File: src/rtl/risky_run_ctrl_if.sv
// Dump stream interface for risky_run_ctrl. The controller drives register
// file beats, and the harness or FPGA wrapper accepts them with dump_ready.
interface risky_run_ctrl_if #(
  parameter int XLEN = 32,
  parameter int IDXW = 5
);
  logic            dump_valid;
  logic            dump_ready;
  logic [IDXW-1:0] dump_idx;
  logic [XLEN-1:0] dump_data;

  modport master (
    output dump_valid,
    output dump_idx,
    output dump_data,
    input  dump_ready
  );

  modport slave (
    input  dump_valid,
    input  dump_idx,
    input  dump_data,
    output dump_ready
  );
endinterface

File: src/rtl/risky_run_ctrl.sv
// Run controller for the risky core. It holds the core in reset for a fixed
// number of cycles, runs it while counting cycles, halts on tohost store,
// ECALL or cycle limit, and then streams the frozen register file out.
module risky_run_ctrl #(
  parameter int                  XLEN         = 32,
  parameter int                  NUM_REGS     = 32,
  parameter int                  RESET_CYCLES = 2,
  parameter int                  MAX_CYCLES   = 100,
  parameter logic [XLEN-1:0]     TOHOST_ADDR  = 32'h0000_1000,
  parameter bit                  DUMP_EN      = 1'b1,
  localparam int                 IW           = (NUM_REGS > 1) ? $clog2(NUM_REGS) : 1,
  localparam int                 CW           = $clog2(MAX_CYCLES + 1)
) (
  input  logic              clk,
  input  logic              rst_n,
  input  logic              start,
  output logic              core_rst_n,
  output logic              core_en,
  input  logic              retire_valid,
  input  logic              retire_is_ecall,
  input  logic              mem_we,
  input  logic [XLEN-1:0]   mem_addr,
  input  logic [XLEN-1:0]   mem_wdata,
  output logic [IW-1:0]     rf_raddr,
  input  logic [XLEN-1:0]   rf_rdata,
  risky_run_ctrl_if.master  dump,
  output logic              done,
  output logic [1:0]        status,
  output logic [CW-1:0]     cycle_count,
  output logic [XLEN-1:0]   tohost_value
);

  localparam int HW = (RESET_CYCLES > 1) ? $clog2(RESET_CYCLES + 1) : 1;

  localparam logic [2:0] S_IDLE = 3'd0;
  localparam logic [2:0] S_HOLD = 3'd1;
  localparam logic [2:0] S_RUN  = 3'd2;
  localparam logic [2:0] S_DUMP = 3'd3;
  localparam logic [2:0] S_DONE = 3'd4;

  localparam logic [1:0] ST_NONE    = 2'd0;
  localparam logic [1:0] ST_ECALL   = 2'd1;
  localparam logic [1:0] ST_TOHOST  = 2'd2;
  localparam logic [1:0] ST_TIMEOUT = 2'd3;

  // Hold counter counts down to zero, so the load value is one less than
  // the number of hold cycles.
  localparam logic [HW-1:0] HOLD_LOAD  = HW'(RESET_CYCLES - 1);
  localparam logic [CW-1:0] LAST_CYCLE = CW'(MAX_CYCLES - 1);
  localparam logic [IW-1:0] LAST_IDX   = IW'(NUM_REGS - 1);

  logic [2:0]      state_r;
  logic [HW-1:0]   hold_cnt_r;
  logic            core_rst_n_r;
  logic            core_en_r;
  logic            dump_valid_r;
  logic [IW-1:0]   dump_idx_r;
  logic            done_r;
  logic [1:0]      status_r;
  logic [CW-1:0]   cycle_count_r;
  logic [XLEN-1:0] tohost_value_r;

  logic            tohost_hit_s;
  logic            ecall_hit_s;
  logic            halt_s;
  logic [1:0]      halt_status_s;

  assign core_rst_n      = core_rst_n_r;
  assign core_en         = core_en_r;
  assign rf_raddr        = dump_idx_r;
  assign dump.dump_valid = dump_valid_r;
  assign dump.dump_idx   = dump_idx_r;
  assign dump.dump_data  = rf_rdata;
  assign done            = done_r;
  assign status          = status_r;
  assign cycle_count     = cycle_count_r;
  assign tohost_value    = tohost_value_r;

  // Halt event decode with tohost > ecall > timeout priority.
  always_comb begin
    tohost_hit_s  = mem_we && (mem_addr == TOHOST_ADDR) && (mem_wdata != {XLEN{1'b0}});
    ecall_hit_s   = retire_valid && retire_is_ecall;
    halt_s        = 1'b0;
    halt_status_s = ST_NONE;
    if (tohost_hit_s) begin
      halt_s        = 1'b1;
      halt_status_s = ST_TOHOST;
    end else if (ecall_hit_s) begin
      halt_s        = 1'b1;
      halt_status_s = ST_ECALL;
    end else if (cycle_count_r == LAST_CYCLE) begin
      halt_s        = 1'b1;
      halt_status_s = ST_TIMEOUT;
    end else begin
      halt_s        = 1'b0;
      halt_status_s = ST_NONE;
    end
  end

  // Run sequencer: reset hold, counted run, register dump and done.
  always_ff @(posedge clk or negedge rst_n) begin
    if (!rst_n) begin
      state_r        <= S_IDLE;
      hold_cnt_r     <= {HW{1'b0}};
      core_rst_n_r   <= 1'b0;
      core_en_r      <= 1'b0;
      dump_valid_r   <= 1'b0;
      dump_idx_r     <= {IW{1'b0}};
      done_r         <= 1'b0;
      status_r       <= ST_NONE;
      cycle_count_r  <= {CW{1'b0}};
      tohost_value_r <= {XLEN{1'b0}};
    end else begin
      case (state_r)
        S_IDLE, S_DONE: begin
          core_en_r <= 1'b0;
          if (start) begin
            // A new run clears all results and puts the core back in reset.
            state_r        <= S_HOLD;
            hold_cnt_r     <= HOLD_LOAD;
            core_rst_n_r   <= 1'b0;
            done_r         <= 1'b0;
            status_r       <= ST_NONE;
            cycle_count_r  <= {CW{1'b0}};
            tohost_value_r <= {XLEN{1'b0}};
          end
        end
        S_HOLD: begin
          if (hold_cnt_r == {HW{1'b0}}) begin
            state_r      <= S_RUN;
            core_rst_n_r <= 1'b1;
            core_en_r    <= 1'b1;
          end else begin
            hold_cnt_r <= hold_cnt_r - HW'(1);
          end
        end
        S_RUN: begin
          cycle_count_r <= cycle_count_r + CW'(1);
          if (halt_s) begin
            // Freeze the core but keep it out of reset so the regfile survives.
            status_r  <= halt_status_s;
            core_en_r <= 1'b0;
            if (tohost_hit_s) begin
              tohost_value_r <= mem_wdata;
            end
            if (DUMP_EN) begin
              state_r      <= S_DUMP;
              dump_valid_r <= 1'b1;
              dump_idx_r   <= {IW{1'b0}};
            end else begin
              state_r <= S_DONE;
              done_r  <= 1'b1;
            end
          end
        end
        S_DUMP: begin
          if (dump_valid_r && dump.dump_ready) begin
            if (dump_idx_r == LAST_IDX) begin
              state_r      <= S_DONE;
              dump_valid_r <= 1'b0;
              dump_idx_r   <= {IW{1'b0}};
              done_r       <= 1'b1;
            end else begin
              dump_idx_r <= dump_idx_r + IW'(1);
            end
          end
        end
        default: begin
          state_r      <= S_IDLE;
          core_rst_n_r <= 1'b0;
          core_en_r    <= 1'b0;
          dump_valid_r <= 1'b0;
          dump_idx_r   <= {IW{1'b0}};
          done_r       <= 1'b0;
        end
      endcase
    end
  end

endmodule

File: src/flat_wrapper.sv
// flat-port wrapper written by rule: the top's interface ports become plain ports
module risky_run_ctrl_flat 
#(
  parameter int                  XLEN         = 32,
  parameter int                  NUM_REGS     = 32,
  parameter int                  RESET_CYCLES = 2,
  parameter int                  MAX_CYCLES   = 100,
  parameter logic [XLEN-1:0]     TOHOST_ADDR  = 32'h0000_1000,
  parameter bit                  DUMP_EN      = 1'b1,
  localparam int                 IW           = (NUM_REGS > 1) ? $clog2(NUM_REGS) : 1,
  localparam int                 CW           = $clog2(MAX_CYCLES + 1)
)
  (clk, rst_n, start, core_rst_n, core_en, retire_valid, retire_is_ecall, mem_we, mem_addr, mem_wdata, rf_raddr, rf_rdata, done, status, cycle_count, tohost_value, dump_dump_valid, dump_dump_idx, dump_dump_data, dump_dump_ready);
  risky_run_ctrl_if #(.XLEN(XLEN)) dump_i ();
  input  logic clk;
  input  logic rst_n;
  input  logic start;
  output logic core_rst_n;
  output logic core_en;
  input  logic retire_valid;
  input  logic retire_is_ecall;
  input  logic mem_we;
  input  logic [XLEN-1:0] mem_addr;
  input  logic [XLEN-1:0] mem_wdata;
  output logic [IW-1:0] rf_raddr;
  input  logic [XLEN-1:0] rf_rdata;
  output logic done;
  output logic [1:0] status;
  output logic [CW-1:0] cycle_count;
  output logic [XLEN-1:0] tohost_value;
  output wire logic [$bits(dump_i.dump_valid)-1:0] dump_dump_valid;
  output wire logic [$bits(dump_i.dump_idx)-1:0] dump_dump_idx;
  output wire logic [$bits(dump_i.dump_data)-1:0] dump_dump_data;
  input wire logic [$bits(dump_i.dump_ready)-1:0] dump_dump_ready;
  assign dump_dump_valid = dump_i.dump_valid;
  assign dump_dump_idx = dump_i.dump_idx;
  assign dump_dump_data = dump_i.dump_data;
  assign dump_i.dump_ready = dump_dump_ready;
  risky_run_ctrl #(.XLEN(XLEN), .NUM_REGS(NUM_REGS), .RESET_CYCLES(RESET_CYCLES), .MAX_CYCLES(MAX_CYCLES), .TOHOST_ADDR(TOHOST_ADDR), .DUMP_EN(DUMP_EN)) u_core (.clk(clk), .rst_n(rst_n), .start(start), .core_rst_n(core_rst_n), .core_en(core_en), .retire_valid(retire_valid), .retire_is_ecall(retire_is_ecall), .mem_we(mem_we), .mem_addr(mem_addr), .mem_wdata(mem_wdata), .rf_raddr(rf_raddr), .rf_rdata(rf_rdata), .dump(dump_i), .done(done), .status(status), .cycle_count(cycle_count), .tohost_value(tohost_value));
endmodule
File: config.mk
export PLATFORM = sky130hd
export DESIGN_NAME = risky_run_ctrl_flat
export DESIGN_NICKNAME = d
export VERILOG_FILES = /design/src/rtl/risky_run_ctrl_if.sv /design/src/rtl/risky_run_ctrl.sv /design/src/flat_wrapper.sv
export SDC_FILE = /design/constraint.sdc
export NUM_CORES = 1
export LEC_CHECK = 0
export ABC_AREA = 1
export CAP_MARGIN = 20
export CORE_MARGIN = 1
export CORE_UTILIZATION = 33
export CTS_CLUSTER_DIAMETER = 50
export CTS_CLUSTER_SIZE = 20
export DETAILED_ROUTE_END_ITERATION = 8
export GPL_ROUTABILITY_DRIVEN = 0
export PLACE_DENSITY_LB_ADDON = 0.3
export RECOVER_POWER = 25
export SETUP_SLACK_MARGIN = 0.2
export SLEW_MARGIN = 20
export SYNTH_ARGS = -nofsm -noshare
export SYNTH_HDL_FRONTEND = slang
export SYNTH_SLANG_ARGS = --single-unit
File: constraint.sdc
create_clock -name clk -period 1.4 [get_ports clk]
set_input_delay 0.14 -clock clk [delete_from_list [all_inputs] [get_ports clk]]
set_output_delay 0.14 -clock clk [all_outputs]
set_load 0.005 [all_outputs]
# Yosys cells after proc, flatten, opt, wreduce, memory -nomap -nowiden
# Cells that the tools add are included.
[totals]
output_inout_bits = 87
in_bits = 103
ff_bits = 55
wordCells = 94
[op_classes]
reduce_logical = 23
eq_ne = 14
n_bitwise = 4
n_mux = 40
n_addsub = 3
[ops]
columns = ["op", "count"]
rows = [
  ["two-way mux 32 bit", 3],
  ["case mux 32 bit (2 select lines)", 1],
  ["== test 32 x 13 -> 1 bit (second input constant)", 1],
  ["nonzero test 32 bit", 1],
  ["two-way mux 3 bit", 5],
  ["two-way mux 5 bit", 3],
  ["case mux 5 bit (3 select lines)", 1],
  ["AND reduction 3 bit", 5],
  ["two-way mux 2 bit", 7],
  ["case mux 7 bit (2 select lines)", 1],
  ["case mux 1 bit (3 select lines)", 4],
  ["case mux 3 bit (4 select lines)", 1],
  ["AND reduction 4 bit", 3],
  ["two-way mux 1 bit", 11],
  ["inequality test 2 x 1 -> 1 bit (second input constant)", 5],
  ["case mux 2 bit (2 select lines)", 2],
  ["adder 7 x 1 -> 7 bit (second input constant)", 1],
  ["== test 7 bit (second input constant)", 1],
  ["two-way mux 7 bit", 1],
  ["== test 3 x 2 -> 1 bit (second input constant)", 2],
  ["OR reduction 2 bit", 3],
  ["adder 5 x 1 -> 5 bit (second input constant)", 1],
  ["== test 5 bit (second input constant)", 1],
  ["AND reduction 5 bit", 1],
  ["11 further kinds", 19],
]

# Depth between registers and ports, before layout
[logic_depth]
word_depth = 6
mapped_depth = 12
mapped_depth_nobuf = 11

# Worst setup path before layout
# No wires, ideal clock.
[synth_timing]
path_kind = "register -> register"
startpoint = "register u_core.dump_idx_r[0], in the netlist u_core.dump.dump_idx[0]"
endpoint = "register u_core.state_r[0]"
stages_incl_launch_ff = 12
period_less_slack_ps = 1530
n_path_buf = 0
path_slack_ps = -130
arrival_time_ps = 1464
setup_ps = 66
required_time_ps = 1334
cell_sequence = "dfrtp_1 > ha_1 > nand2_1 > nor2_1 > ha_1 > nor2_1 > nor2_1 > nand2_1 > inv_1 > nand3_1 > nand2_1 > nand2_1"
[synth_via]
elab_chain_cells = 3
[synth_lines]
columns = ["element", "line_no", "text"]
rows = [
  ["start, declared", "risky_run_ctrl.sv:57", "logic [IW-1:0] dump_idx_r;"],
  ["start signal, assigned", "risky_run_ctrl.sv:108", "dump_idx_r <= {IW{1'b0}};"],
  ["start signal, assigned", "risky_run_ctrl.sv:149", "dump_idx_r <= {IW{1'b0}};"],
  ["start signal, assigned", "risky_run_ctrl.sv:161", "dump_idx_r <= {IW{1'b0}};"],
  ["== test 5 bit", "risky_run_ctrl.sv:158", "if (dump_idx_r == LAST_IDX) begin"],
  ["inequality test 2 x 1 -> 1 bit (no source line)", "-", ""],
  ["AND reduction 5 bit (no source line)", "-", ""],
  ["end signal, assigned", "risky_run_ctrl.sv:151", "state_r <= S_DONE;"],
  ["end signal, assigned", "risky_run_ctrl.sv:159", "state_r <= S_DONE;"],
  ["end signal, assigned", "risky_run_ctrl.sv:169", "state_r <= S_IDLE;"],
  ["end, declared", "risky_run_ctrl.sv:52", "logic [2:0] state_r;"],
]
# Every way passes these cells.
# A chain may end at the register's enable or synchronous reset.

# Worst setup path in the final report
[layout_timing]
startpoint = "register u_core.state_r[1]"
endpoint = "register u_core.dump_valid_r, in the netlist u_core.dump.dump_valid"
[layout_via]
elab_chain_cells = 4
elab_cells_between_ends = 12
cone_classes = "7 x eq/ne; 1 x mux; 1 x bitwise; 3 x reduce/logical"
[layout_lines]
columns = ["element", "line_no", "text"]
rows = [
  ["start signal, assigned", "risky_run_ctrl.sv:103", "state_r <= S_IDLE;"],
  ["start signal, assigned", "risky_run_ctrl.sv:119", "state_r <= S_HOLD;"],
  ["start signal, assigned", "risky_run_ctrl.sv:130", "state_r <= S_RUN;"],
  ["== test 3 bit (tied with other cells)", "risky_run_ctrl.sv:114", "case (state_r)"],
  ["OR reduction 3 bit (no source line)", "-", ""],
  ["NOT 1 bit (no source line)", "-", ""],
  ["AND reduction 4 bit (no source line)", "-", ""],
  ["end signal, assigned", "risky_run_ctrl.sv:107", "dump_valid_r <= 1'b0;"],
  ["end signal, assigned", "risky_run_ctrl.sv:148", "dump_valid_r <= 1'b1;"],
  ["end signal, assigned", "risky_run_ctrl.sv:160", "dump_valid_r <= 1'b0;"],
  ["end, declared", "risky_run_ctrl.sv:56", "logic dump_valid_r;"],
]
# Parallel ways exist; a longest one is shown, timed or not.

==> results.json <==
{
  "core_area_um2": 8760,
  "async_reset_ff_frac": 1.00,
  "portBuffers": 125,
  "wl_per_cell_um": 13.6,
  "finish.utilization": 0.608,
  "synth_flop_cell": "dfrtp_1",
  "cts_tree": "built",
  "cp.arrival_ns": 1.77,
  "crit_family": "simple AND/OR/NAND/NOR gates",
  "drt_pass1_iterations": 4,
  "slowest_stage": "dfrtp_1",
  "antenna_found_initial": 0,
  "crit_top_cell": "inv_2",
  "fillers": 794,
  "final_cells": 661,
  "die_w_um": 97.2,
  "cts_root_buf": "clkbuf_8",
  "cts_htree_levels": 2,
  "route.detailed.vias_per_inst": 4.53,
  "critPathBufInv": 4,
  "start_kind": "register",
  "fmax_mhz": 640,
  "crit_path_end_kind": "register",
  "fin_nets": 659,
  "fin_area_um2": 5330,
  "p_total_mw": 6.54,
  "holdCritPathClass": "primary input to register",
  "synthCells": 380,
  "grt_pass1_vias": 2976,
  "drcViolationCount": 0,
  "critPathMaxFanout": 7,
  "clock_path_buffers": 2,
  "p_leak_nw": 2.81,
  "post-place-ws_ns": -0.494,
  "wl_met2_um": 4610,
  "vias": 2995,
  "die_h_um": 97.2,
  "post-place-cells": 611,
  "post_dp_cell_area_um2": 4390,
  "tns_ns": -5.20,
  "cts_made_buffers": 5,
  "syn-num-nets": 487,
  "rows": 34,
  "ioPinCount": 190,
  "cp_cell_sequence": "inv_2 -> nor2_4 -> inv_2 -> nor2_8 -> buf_6 -> nand3_4 -> buf_4 -> nand3_1 -> nand2_1",
  "m1WireLength_um": 3740,
  "clk_pin_slew_ns": 0.10,
  "cp_data_required_time_ns": 1.61,
  "relSlewSlack": 0.495,
  "drv_cap": 0,
  "rrSetupSlack_ns": -0.16,
  "path_class": "register to register",
  "ys_seq_area_frac": 0.460,
  "seqCellArea_um2": 1380,
  "top_layer_used": "met4",
  "irDropWorstVdd_mv": 0.724,
  "floorplan.initialDensity": 0.341,
  "avgSynthCellArea_um2": 7.87,
  "max_slew.worst_pin.slew_ns": 0.758,
  "wirelength_um": 9010,
  "setup_viol": 49,
  "ant_nets": 0,
  "synth-edff-count": 0,
  "dp_hpwl_um": 5940,
  "grt.overflow.total": 0,
  "finalClockSkew_ns": 0.0128,
  "slowest_delay_ns": 0.45,
  "power_density_nw_per_um2": 1230,
  "finalHoldViolations": 0,
  "synthDistinctLibCells": 29,
  "clock_latency_ns": 0.31,
  "wl_met3_um": 493,
  "grt_setup_unrepaired": "yes",
  "drive_above_1_share": 0.380,
  "violations": "negative setup slack",
  "slew_viol_final": 0,
  "drtIter0Drc": 34,
  "grt_use_total": 0.183,
  "whs_ns": 0.105,
  "area_growth_pct": 78.1,
  "setup_ws_ns": -0.162,
  "n_antenna_cell": 0,
  "grt_max_degree": 56,
  "post-route-period-util": 1.12,
  "multi_input_area_um2": 1600,
  "ys_ff_latch": 55,
  "yosysWarnings": 0,
  "dieArea_um2": 9450,
  "outcome": "complete, but fails checks",
  "cts_sinks": 55,
  "grt_first_pass_wirelength_um": 14000,
  "syn_area_um2": 2990,
  "finalCriticalPeriod_ns": 1.56
}
power breakdown:
part | switching [mW] | internal [mW]
Combinational | 1.93 | 1.80
Clock | 0.532 | 0.361
Sequential | 0.145 | 1.78
routing by layer:
layer  vias to the layer above  track usage
met3                        18       0.0403
li1                       1501            -
met2                        83        0.320
met4                         0       0.0645
met5                         -            0
met1                      1393        0.221
path summary, 6_finish.rpt:
path / cells past startpoint / from / to
max: 9 / u_core.state_r[1]$_DFFE_PN0P_ / u_core.dump.dump_valid$_DFFE_PN0P_
min: 3 / mem_wdata[24] / u_core.tohost_value[24]$_DFFE_PN0P_
max reg2reg: 9 / u_core.state_r[1]$_DFFE_PN0P_ / u_core.dump.dump_valid$_DFFE_PN0P_
min reg2reg: 2 / u_core.tohost_value[25]$_DFFE_PN0P_ / u_core.tohost_value[25]$_DFFE_PN0P_
max in group asynchronous: 3 / rst_n / u_core.tohost_value[27]$_DFFE_PN0P_
min in group asynchronous: 3 / rst_n / u_core.cycle_count[5]$_DFFE_PN0P_
timing repair:
item | in CTS | in global routing
buffers inserted | 28 | 8
setup endpoints to repair | 108 | 67
resized for setup | 170 | 90
hold buffers | 1 | 0
pin swaps | 9 | 18
hold endpoints to repair | 55 | 0
cloned | 4 | 1
layout by cell type, fill, tap and decap left out, types with 2 or more instances in the layout:
cell / instances
nand3_4: 4
inv_4: 2
dlygate4sd2_1: 62
inv_2: 6
nor2_1: 36
clkinv_4: 2
buf_6: 25
nor2_2: 10
clkdlybuf4s15_1: 3
nand2_1: 59
clkbuf_8: 5
dfrtp_1: 55
inv_1: 46
nand4_1: 8
clkbuf_2: 4
nand3_1: 5
nand2_8: 7
clkdlybuf4s50_1: 44
nor2_4: 4
o22ai_2: 2
nand2_4: 10
o21ai_0: 3
nand3_2: 6
a21oi_1: 2
nand2_2: 18
o21ai_1: 7
o21ai_2: 35
buf_12: 3
dlymetal6s2s_1: 5
buf_4: 51
ha_2: 2
buf_8: 3
buf_2: 2
worst register-to-register path: stages, from the launching register on:
cell	delay, ns
dfrtp_1	0.45
inv_2	0.07
nor2_4	0.12
inv_2	0.07
nor2_8	0.17
buf_6	0.13
nand3_4	0.14
buf_4	0.18
nand3_1	0.07
nand2_1	0.06
registers in the layout, indices dropped and copies added (netlist names):
name,cells
u_core.dump.dump_idx,5
u_core.core_rst_n,1
u_core.status,2
u_core.hold_cnt_r,2
u_core.dump.dump_valid,1
u_core.tohost_value,32
u_core.done,1
u_core.cycle_count,7
u_core.core_en,1
u_core.state_r,3
cell usage after synthesis (all sizes together) (2+ instances only):
library cell | number | area share
a21oi | 3 | 0.0050
buf | 41 | 0.11
clkbuf | 2 | 0.0033
dfrtp | 55 | 0.46
ha | 4 | 0.017
inv | 54 | 0.068
nand2 | 91 | 0.12
nand3 | 15 | 0.029
nand4 | 8 | 0.017
nor2 | 51 | 0.073
nor3 | 2 | 0.0033
o21ai | 45 | 0.075
o22ai | 2 | 0.0042
or2 | 4 | 0.0084
layout make-up:
type                       count  share of cell area
clock inverter                 2             0.00329
clock buffer                   6              0.0136
inverter                      54              0.0390
timing repair buffer         205               0.360
sequential                    55               0.258
multi-input combinational    231               0.300
tap                          108              0.0254
cells by family after synthesis:
group	synth area share
flip-flops	0.460
AO/OA/AOI/OAI	0.0903
XOR/XNOR	0.00293
AND/OR/NAND/NOR	0.253
adder cells (fa/ha/maj)	0.0167
buffers and inverters	0.177
Note: power is estimated with default switching activity, not from simulation.
